### config.mk
export PLATFORM = sky130hd
export DESIGN_NAME = pong_game_ctrl
export DESIGN_NICKNAME = d
export VERILOG_FILES = /design/src/rtl/pong_pkg.sv /design/src/rtl/pong_tick_timer.sv /design/src/rtl/pong_game_ctrl.sv
export SDC_FILE = /design/constraint.sdc
export NUM_CORES = 1
export LEC_CHECK = 0
export CAP_MARGIN = 40
export CORE_AREA = 2 2 85 46
export CTS_CLUSTER_SIZE = 14
export DETAILED_ROUTE_END_ITERATION = 8
export DIE_AREA = 0 0 87 48
export GPL_ROUTABILITY_DRIVEN = 0
export PLACE_DENSITY = 0.69
export SYNTH_ARGS = -nofsm -noshare
export SYNTH_HDL_FRONTEND = slang
export SYNTH_SLANG_ARGS = --single-unit
### constraint.sdc
create_clock -name clk -period 3.72 [get_ports clk]
set_clock_uncertainty 0.05 [all_clocks]
set_input_delay 0.93 -clock clk [delete_from_list [all_inputs] [get_ports clk]]
set_output_delay 0.93 -clock clk [all_outputs]
set_load 0.01 [all_outputs]
### src/rtl/pong_pkg.sv
// pong_pkg: shared state encoding, winner codes and default tick counts for the pong controller
package pong_pkg;
  typedef enum logic [1:0] {
    NEWGAME = 2'b00,
    PLAY    = 2'b01,
    NEWBALL = 2'b10,
    OVER    = 2'b11
  } game_state_t;
  localparam logic [1:0] WIN_NONE = 2'b00;
  localparam logic [1:0] WIN_P1   = 2'b01;
  localparam logic [1:0] WIN_P2   = 2'b10;
  localparam int SERVE_TICKS_DEF = 120;
  localparam int OVER_TICKS_DEF  = 180;
endpackage

### src/rtl/pong_tick_timer.sv
// pong_tick_timer: loadable frame-tick down-counter; load wins over tick, never underflows
module pong_tick_timer #(
  parameter int TMR_W = 8
) (
  input  logic             clk,
  input  logic             reset,
  input  logic             load,
  input  logic [TMR_W-1:0] load_val,
  input  logic             tick,
  output logic             done
);
  logic [TMR_W-1:0] cnt;
  always_ff @(posedge clk or posedge reset)
    if (reset) cnt <= '0;
    else if (load) cnt <= load_val;
    else if (tick && cnt != '0) cnt <= cnt - 1'b1;
  assign done = cnt == '0;
endmodule

### src/rtl/pong_game_ctrl.sv
// pong_game_ctrl: new-game/play/serve/game-over sequencing, scoring and winner for two-player pong
module pong_game_ctrl import pong_pkg::*; #(
  parameter int WIN_SCORE   = 5,
  parameter int SERVE_TICKS = SERVE_TICKS_DEF,
  parameter int OVER_TICKS  = OVER_TICKS_DEF,
  parameter int TMR_W       = 8
) (
  input  logic       clk,
  input  logic       reset,
  input  logic [3:0] btn,
  input  logic       timer_tick,
  input  logic       pts_1,
  input  logic       pts_2,
  output logic       gra_still,
  output logic [1:0] game_state,
  output logic [3:0] score_1,
  output logic [3:0] score_2,
  output logic [1:0] winner
);
  localparam logic [3:0] WIN_M1 = 4'(WIN_SCORE - 1);
  game_state_t state;
  logic [3:0] btn_prev;
  logic start, done, load, p1_win, p2_win, win;
  assign start  = |(btn & ~btn_prev);
  assign p1_win = score_1 == WIN_M1;
  assign p2_win = score_2 == WIN_M1;
  // pts_1 has priority, so the win decision follows whichever point is taken
  assign win    = pts_1 ? p1_win : p2_win;
  assign load   = state == PLAY && (pts_1 || pts_2);
  pong_tick_timer #(.TMR_W(TMR_W)) u_timer (
    .clk      (clk),
    .reset    (reset),
    .load     (load),
    .load_val (win ? TMR_W'(OVER_TICKS) : TMR_W'(SERVE_TICKS)),
    .tick     (timer_tick && (state == NEWBALL || state == OVER)),
    .done     (done)
  );
  always_ff @(posedge clk or posedge reset)
    if (reset) begin
      state    <= NEWGAME;
      score_1  <= '0;
      score_2  <= '0;
      winner   <= WIN_NONE;
      btn_prev <= 4'hF;
    end else begin
      btn_prev <= btn;
      case (state)
        NEWGAME: if (start) state <= PLAY;
        PLAY:
          if (pts_1) begin
            score_1 <= score_1 + 4'd1;
            state   <= p1_win ? OVER : NEWBALL;
            if (p1_win) winner <= WIN_P1;
          end else if (pts_2) begin
            score_2 <= score_2 + 4'd1;
            state   <= p2_win ? OVER : NEWBALL;
            if (p2_win) winner <= WIN_P2;
          end
        NEWBALL: if (done) state <= PLAY;
        OVER:
          if (done) begin
            state   <= NEWGAME;
            score_1 <= '0;
            score_2 <= '0;
            winner  <= WIN_NONE;
          end
      endcase
    end
  assign game_state = state;
  assign gra_still  = state != PLAY;
endmodule
* Word-level counts from Yosys, hierarchy flattened
Cells that the tools add are included. W data, S select, Z words.
Word-level totals: register bits after elaboration 24, bits of input ports 9, output and inout port bits 13, word-level logic and storage cells 64
Cells by class: add/subtract/negate cells 3, equal/unequal tests 15, multiplexer cells 23, bitwise gates (word level) 2, reductions and logical operators 15
Operators by type and width (number):
- $mux W8 | 3
- $mux W2 | 9
- $mux W4 | 4
- $pmux W4 S2 | 2
- $ne A2 B2 Y1 const B | 6
- $ne A3 B3 Y1 const B | 3
- $add A4 B1 Y4 const B | 2
- $eq A4 B3 Y1 const B | 2
- $logic_not A8 Y1 | 1
- $pmux W2 S4 | 1
- $reduce_and A4 Y1 | 2
- $reduce_bool A8 Y1 | 1
- $sub A8 B1 Y8 const B | 1
- $reduce_and A5 Y1 | 1
- $and A4 B4 Y4 | 1
- $eq A2 B2 Y1 const B | 2
- $not A4 Y4 | 1
- $pmux W2 S2 | 1
- $reduce_bool A2 Y1 | 2
- $reduce_or A4 Y1 | 1
- $logic_and A1 B1 Y1 | 3
- $mux W1 | 3
- $reduce_and A3 Y1 | 1
- $eq A2 B1 Y1 const B | 1
- 3 further kinds | 4

* Depth between registers and ports, before layout
Gate-level depths: netlist of run 1.
depth in word-level cells 6, gate-level depth with buffers 6, gate-level depth less buffers 6

* Modules after synthesis
A second synthesis of run 1 with hierarchy kept.
Unflattened totals: cells, all modules 142, area total of the unflattened synthesis 1376.3 µm²
By module, submodules not included:
- pong_game_ctrl | times used 1, cells each 89, area an instance 880.8 µm², seq. area each 405.4 µm²
- pong_tick_timer | times used 1, cells each 53, area an instance 495.5 µm², seq. area each 200.2 µm²

* Least setup slack after synthesis of run 1
No wires, ideal clock.
kind input to register, start point input pts_1, end point register u_timer.cnt[7], library setup time 0.126 ns, arrival 1.949 ns, data required time 3.544 ns, slack 1.595 ns, stages 6, path buffers 2, path through clkbuf_1 nor2_1 or2_1 clkbuf_1 a21oi_1 a311o_1
On the way: cells in the longest elaborated chain, start to end 3, elaborated cells on any way between the ends 6, those cells by class 3 x mux; 3 x reduce/logical
RTL lines:
- start: declaration | RTL line pong_game_ctrl.sv:12 | input logic pts_1,
- $mux W1 or $logic_or A1 B1 Y1 (tied branches) | RTL line pong_game_ctrl.sv:28, pong_game_ctrl.sv:29
- $mux W8 or $logic_and A1 B1 Y1 (tied branches) | RTL line pong_game_ctrl.sv:34, pong_game_ctrl.sv:29
- $mux W8 or $reduce_bool A2 Y1 (tied branches)
- end signal: assignment | RTL line pong_tick_timer.sv:15 | else if (load) cnt <= load_val;
- end signal: assignment | RTL line pong_tick_timer.sv:16 | else if (tick && cnt != '0) cnt <= cnt - 1'b1;
- end: declaration | RTL line pong_tick_timer.sv:12 | logic [TMR_W-1:0] cnt;
Parallel ways exist; a longest one is shown, timed or not. A chain may end at the register's enable or synchronous reset.

* Worst setup path after layout of run 1
start point register state[1] (netlist: game_state[1]), end point output gra_still
On the way: cells in the longest elaborated chain, start to end 1
RTL lines:
- start: declaration | RTL line pong_game_ctrl.sv:21 | game_state_t state;
- start signal: assignment | RTL line pong_game_ctrl.sv:52 | state <= p1_win ? OVER : NEWBALL;
- start signal: assignment | RTL line pong_game_ctrl.sv:56 | state <= p2_win ? OVER : NEWBALL;
- $ne A2 B1 Y1 | RTL line pong_game_ctrl.sv:70 | assign gra_still = state != PLAY;
- end: declaration | RTL line pong_game_ctrl.sv:14 | output logic gra_still,
No other way between the ends.

==> impl_metrics.py, run 1 <==
metrics = {
    "route": {
        "routed-via-count": 1070,
        "wl_um": 2811,
        "drt_first_pass_iters": 5,
        "dr.first_iter.drc_count": 50,
        "drc": 0,
        "routedWlPerCell_um": 14.64,
        "ant_nets": 0,
        "via_per_inst": 5.573,
    },
    "finish": {
        "num_antenna_cells": 0,
        "multi_input_area_sq_um": 661.9,
        "fill_cells": 322,
        "regArea_sq_um": 605.6,
        "fin_util_pct": 48.57,
        "stdcell_area_sq_um": 1632,
        "drive_gt1_share_pct": 10.67,
        "area_growth_pct": 23.13,
        "nNetsFinal": 165,
    },
    "logic_synthesis": {
        "synth_top_area_cell": "dfrtp_1",
        "synth-edff-count": 0,
        "ys_ff_latch": 24,
        "yosysMostFrequentCell": "dfrtp_1",
        "synth_fp_nets": 142,
        "synth-seq-area-share_pct": 45.70,
        "synth_top_area_share_pct": 37.77,
        "synth_area_leaders": "dfrtp_1 (38%), dfstp_2 (7.9%), ha_1 (4.7%), a21oi_1 (3.4%), o2bb2ai_1 (3.3%)",
        "yosysWarnings": 0,
        "synth_area_per_cell_sq_um": 10.35,
        "synth_ff_type": "dfrtp_1",
        "yosysUniqueCellTypes": 46,
        "netlist_instances": 128,
        "synth_commonest_cells": "dfrtp_1 (20), inv_1 (11), nand2_1 (10), a21oi_1 (9), nor2_1 (6)",
        "async_flop_share_pct": 100.0,
        "netlist_area_sq_um": 1325,
    },
    "floorplan": {
        "core_area_sq_um": 3359,
        "die_h_um": 48,
        "initial_core_util_pct": 39.44,
        "num_rows": 15,
        "pin_count": 22,
        "dieArea_sq_um": 4176,
        "fp.dieW_um": 87,
    },
    "flow_run": {
        "drv_cap": 0,
    },
    "sta": {
        "tns_ns": 0,
        "period_share_pct": 73.68,
        "slew_viol_final": 0,
        "rsz0062_at_grt": "false",
        "slew_headroom_pct": 46.91,
        "holdWs_ns": 0.4705,
        "setup_ws_ns": 0.9790,
        "finalHoldViolations": 0,
        "setup_violations": 0,
        "worstMarginPinSlew_ns": 0.7903,
        "fin_crit_ns": 2.741,
        "max_freq_mhz": 364.8,
    },
    "grt": {
        "grt_pass1_vias": 996,
        "grt_overflow": 0,
        "track_usage_pct": 15.26,
        "antenna_found_initial": 0,
        "grt_pass1_wl_um": 4774,
        "grt_max_degree": 19,
    },
    "placement": {
        "post-place-ws_ns": 1.027,
        "port_buffers": 21,
        "hpwl_um": 2095,
        "place_area_sq_um": 1587,
    },
    "cts": {
        "clock-sinks": 24,
        "cts_setup_buffers": 0,
        "cts_made_buffers": 3,
        "tritoncts": "built",
        "cts_hold_buf": 0,
        "clk_latency_ns": 0.27,
        "clk_pin_slew_ns": 0.09,
        "clock_path_buffers": 2,
        "htree_levels": 1,
        "cts_resized": 0,
        "cts_root_buffer": "clkbuf_8",
    },
    "worst_setup_path": {
        "crit_arrival_ns": 1.76,
        "startpoint": "game_state[1]",
        "r2r-start": "game_state[1]",
        "cp-start-kind": "flop",
        "reg2reg_setup_slack_ns": 1.70,
        "crit_fanout": 18,
        "reg2reg_depth": 3,
        "cp-end-kind": "primary output",
        "crit_end": "gra_still",
        "cp.required_ns": 2.74,
        "rr_endpoint": "u_timer.cnt[7]",
        "crit_type": "reg -> out",
    },
    "power": {
        "cellLeakagePower_nw": 0.6712,
        "p_per_area_nw_per_um2": 646.4,
        "ir_drop_mv": 0.1780,
    },
    "status": {
        "status": "complete, no violations",
    },
    "min_path": {
        "hold_class": "reg -> reg",
    },
}
cell type report:
class	instances	share of cell area, %
repair buffers	22	13.80
flip-flops and latches	24	37.12
clock buffers	4	2.761
inverters	11	2.531
multi-input cells	89	40.57
well taps	42	3.221
flip-flops by register name (all words and copies together) (netlist names):
signal,flops
u_timer.cnt,8
game_state,2
btn_prev,4
score_2,4
score_1,4
winner,2
critical path, cell delays in order (launching register included):
cell and delay (ns):
dfrtp_1 0.72, nand2b_1 0.22, clkdlybuf4s50_1 0.56
report_power, final:
group / internal (W) / total [W] / switching (W)
logic: 0.000229 / 0.000419 / 0.000190
clock network: 0.0000766 / 0.000162 / 0.0000858
registers: 0.000343 / 0.000473 / 0.000130
how the worst min path moves through the flow:
stage	start	end	slack (ns)	cells after the start
after detailed placement	winner[1]	winner[1]	0.45	1
final	winner[1]	winner[1]	0.47	1
after global routing	winner[1]	winner[1]	0.50	1
after global placement	winner[1]	winner[1]	0.44	1
after CTS	winner[1]	winner[1]	0.48	1
after floorplan	u_timer.cnt[1]	u_timer.cnt[1]	0.46	2
through the flow:
step | total power [W] | instances
after floorplan | 0.0007307 | 128
after global placement | 0.0008869 | 187
after detailed placement | 0.0009005 | 188
after CTS | 0.001066 | 192
after global routing | 0.001141 | 192
final | 0.001055 | 192
layer usage:
layer / vias to the layer above / global-route usage [%] / share of wire, %
met5: - / 0 / 0
met3: 0 / 4.483 / 4.8
met4: 0 / 4.063 / 0
met2: 33 / 24.12 / 46
li1: 516 / - / -
met1: 521 / 20.88 / 49
logic make-up after synthesis:
| group | after synthesis | synth area share [%] |
|---|---|---|
| compound gates | 34 | 19.92 |
| xor+xnor | 4 | 2.644 |
| simple gates | 44 | 21.06 |
| fa+ha+maj | 5 | 4.721 |
| flops | 24 | 45.70 |
| buf+inv | 15 | 4.343 |
| mux | 2 | 1.605 |
cell usage in the layout, fill, tap and decap left out, types with 2 or more instances in the layout:
master | synthesis | final
xnor2_1 | 2 | 2
nand4_1 | 2 | 2
clkbuf_8 | 0 | 3
o21ai_0 | 2 | 2
o31ai_1 | 2 | 2
nor2_1 | 6 | 6
a221o_1 | 2 | 2
dfstp_2 | 4 | 4
inv_1 | 11 | 11
nor3b_1 | 3 | 3
clkdlybuf4s50_1 | 0 | 21
a21oi_1 | 9 | 9
nand3_1 | 3 | 3
nor3_1 | 3 | 3
nand2_1 | 10 | 10
nand2b_1 | 3 | 3
o2bb2ai_1 | 5 | 5
ha_1 | 5 | 5
xor2_1 | 2 | 2
dfrtp_1 | 20 | 20
o22ai_1 | 4 | 4
nand4bb_1 | 2 | 2
(Power assumes the default switching activity.)
==> run 2, diff against run 1 <==
--- a/config.mk
+++ b/config.mk
@@ -11,7 +11,7 @@
 export DETAILED_ROUTE_END_ITERATION = 8
 export DIE_AREA = 0 0 87 48
 export GPL_ROUTABILITY_DRIVEN = 0
-export PLACE_DENSITY = 0.69
+export PLACE_DENSITY = 0.72
 export SYNTH_ARGS = -nofsm -noshare
 export SYNTH_HDL_FRONTEND = slang
 export SYNTH_SLANG_ARGS = --single-unit
==> constraint.sdc (replaced) <==
create_clock -name clk -period 2.5 [get_ports clk]
set_clock_uncertainty 0.05 [all_clocks]
set_input_delay 0.625 -clock clk [delete_from_list [all_inputs] [get_ports clk]]
set_output_delay 0.625 -clock clk [all_outputs]
set_load 0.01 [all_outputs]
==> run 2 against run 1 <==
Against the previous run:
- clock-buffer cell count stayed put
- cell count is 2.6% higher
- combinational power is 56% higher
- wire length is 3.8% lower
- flip-flop and latch count stayed put
- critical path depth stayed put
- power is 50% higher
- core utilization is 0.89 points higher
- die area stayed put
- register-to-register slack worse by 1.2 ns
- critical endpoint unchanged
==> impl_metrics.py, run 2 (synthesized netlist as in run 1, its figures left out) <==
metrics = {
    "grt": {
        "grt_pass1_vias": 1000,
        "grt_max_degree": 25,
        "track_usage_pct": 14.98,
        "grt_overflow": 0,
        "antenna_found_initial": 0,
        "grt_pass1_wl_um": 4712,
    },
    "finish": {
        "layout_common_cells": "clkdlybuf4s50_1 (21), dfrtp_1 (20), inv_1 (11)",
        "final_common_cell": "clkdlybuf4s50_1",
        "drive_gt1_share_pct": 13.55,
        "largest_reg_flops": 8,
        "area_growth_pct": 25.40,
        "regMostFlops": "u_timer.cnt",
        "nNetsFinal": 170,
        "num_antenna_cells": 0,
    },
    "min_path": {
        "whs_path_depth": 1,
        "hold_class": "reg -> reg",
    },
    "floorplan": {
        "die_h_um": 48,
        "core_area_sq_um": 3359,
        "initial_core_util_pct": 39.44,
        "fp.dieW_um": 87,
        "dieArea_sq_um": 4176,
        "num_rows": 15,
        "pin_count": 22,
    },
    "sta": {
        "tns_ns": 0,
        "setup_violations": 0,
        "slew_headroom_pct": 67.10,
        "rsz0062_at_grt": "false",
        "finalHoldViolations": 0,
        "fin_crit_ns": 2.204,
        "period_share_pct": 88.14,
        "max_freq_mhz": 453.8,
        "setup_ws_ns": 0.2965,
        "worstMarginPinSlew_ns": 0.4810,
        "slew_viol_final": 0,
    },
    "power": {
        "p_per_area_nw_per_um2": 952.0,
        "cellLeakagePower_nw": 0.6922,
        "ir_drop_mv": 0.2809,
    },
    "route": {
        "routed-via-count": 1067,
        "dr.first_iter.drc_count": 29,
        "routedWlPerCell_um": 13.73,
        "via_per_inst": 5.416,
        "drc": 0,
        "wl_um": 2705,
        "drt_first_pass_iters": 4,
        "ant_nets": 0,
    },
    "cts": {
        "clk_pin_slew_ns": 0.09,
        "cts_resized": 0,
        "cts_root_buffer": "clkbuf_8",
        "clk_latency_ns": 0.27,
        "cts_hold_buf": 0,
        "cts_made_buffers": 3,
        "cts_setup_buffers": 0,
        "htree_levels": 1,
        "clock-sinks": 24,
        "clock_path_buffers": 2,
        "tritoncts": "built",
    },
    "worst_setup_path": {
        "cp-start-kind": "flop",
        "crit_type": "reg -> out",
        "reg2reg_setup_slack_ns": 0.55,
        "crit_fanout": 8,
        "cp-end-kind": "primary output",
        "reg2reg_depth": 6,
        "crit_arrival_ns": 1.53,
        "cp.required_ns": 1.82,
    },
    "placement": {
        "hpwl_um": 1991,
        "port_buffers": 21,
        "post-place-ws_ns": 0.1581,
    },
    "status": {
        "status": "complete, no violations",
    },
    "flow_run": {
        "drv_cap": 0,
    },
}
## run 2: changes by cell type in the layout (fill, tap and decap cells not counted), sizes merged
cell | previous run | this run
buf | 1 | 6
## run 2: area by class of cell
type	instances	area, sq um
fillers	305	1698
inverters	11	41.29
multi-input cells	89	661.9
repair buffers	27	255.2
flip-flops and latches	24	605.6
well taps	42	52.55
clock buffers	4	45.04
## run 2: worst paths after layout
| path | from | end |
|---|---|---|
| max | game_state[1] | gra_still |
| min | winner[1] | winner[1] |
| max reg2reg | u_timer.cnt[0] | u_timer.cnt[2] |
| min reg2reg | winner[1] | winner[1] |
| max in group asynchronous | reset | btn_prev[0] |
| min in group asynchronous | reset | score_2[1] |
## run 2: metrics by stage
step / total power (W) / instance area, sq um / hold WS (ns) / utilization (%) / instances
floorplan: 0.001087 / 1325 / 0.4611 / - / 128
global placement: 0.001331 / 1617 / 0.4450 / 48.12 / 193
detailed placement: 0.001350 / 1617 / 0.4390 / 48.12 / 193
CTS: 0.001592 / 1662 / 0.4620 / 49.46 / 197
global route: 0.001705 / 1662 / 0.4862 / 49.46 / 197
finish: 0.001582 / 1662 / 0.4631 / 49.46 / 197
## run 2: power by group
part,switching [W],leakage (nW),internal [W]
Clock,0.000125,0.0228,0.000114
Combinational,0.000298,0.383,0.000358
Sequential,0.000176,0.286,0.000511
Total,0.000599,0.692,0.000983
## run 2: metal layers
metal	GRT usage, %	vias to the layer above	wire length (um)
li1	-	525	-
met1	20.57	512	1319
met2	24.27	28	1237
met3	4.310	2	128
met4	2.813	0	19
met5	0	-	0
## run 2: critical path, cell delays in order (launching register included)
cell             delay (ns)
dfrtp_1                0.53
nand2b_1               0.20
clkdlybuf4s50_1        0.55
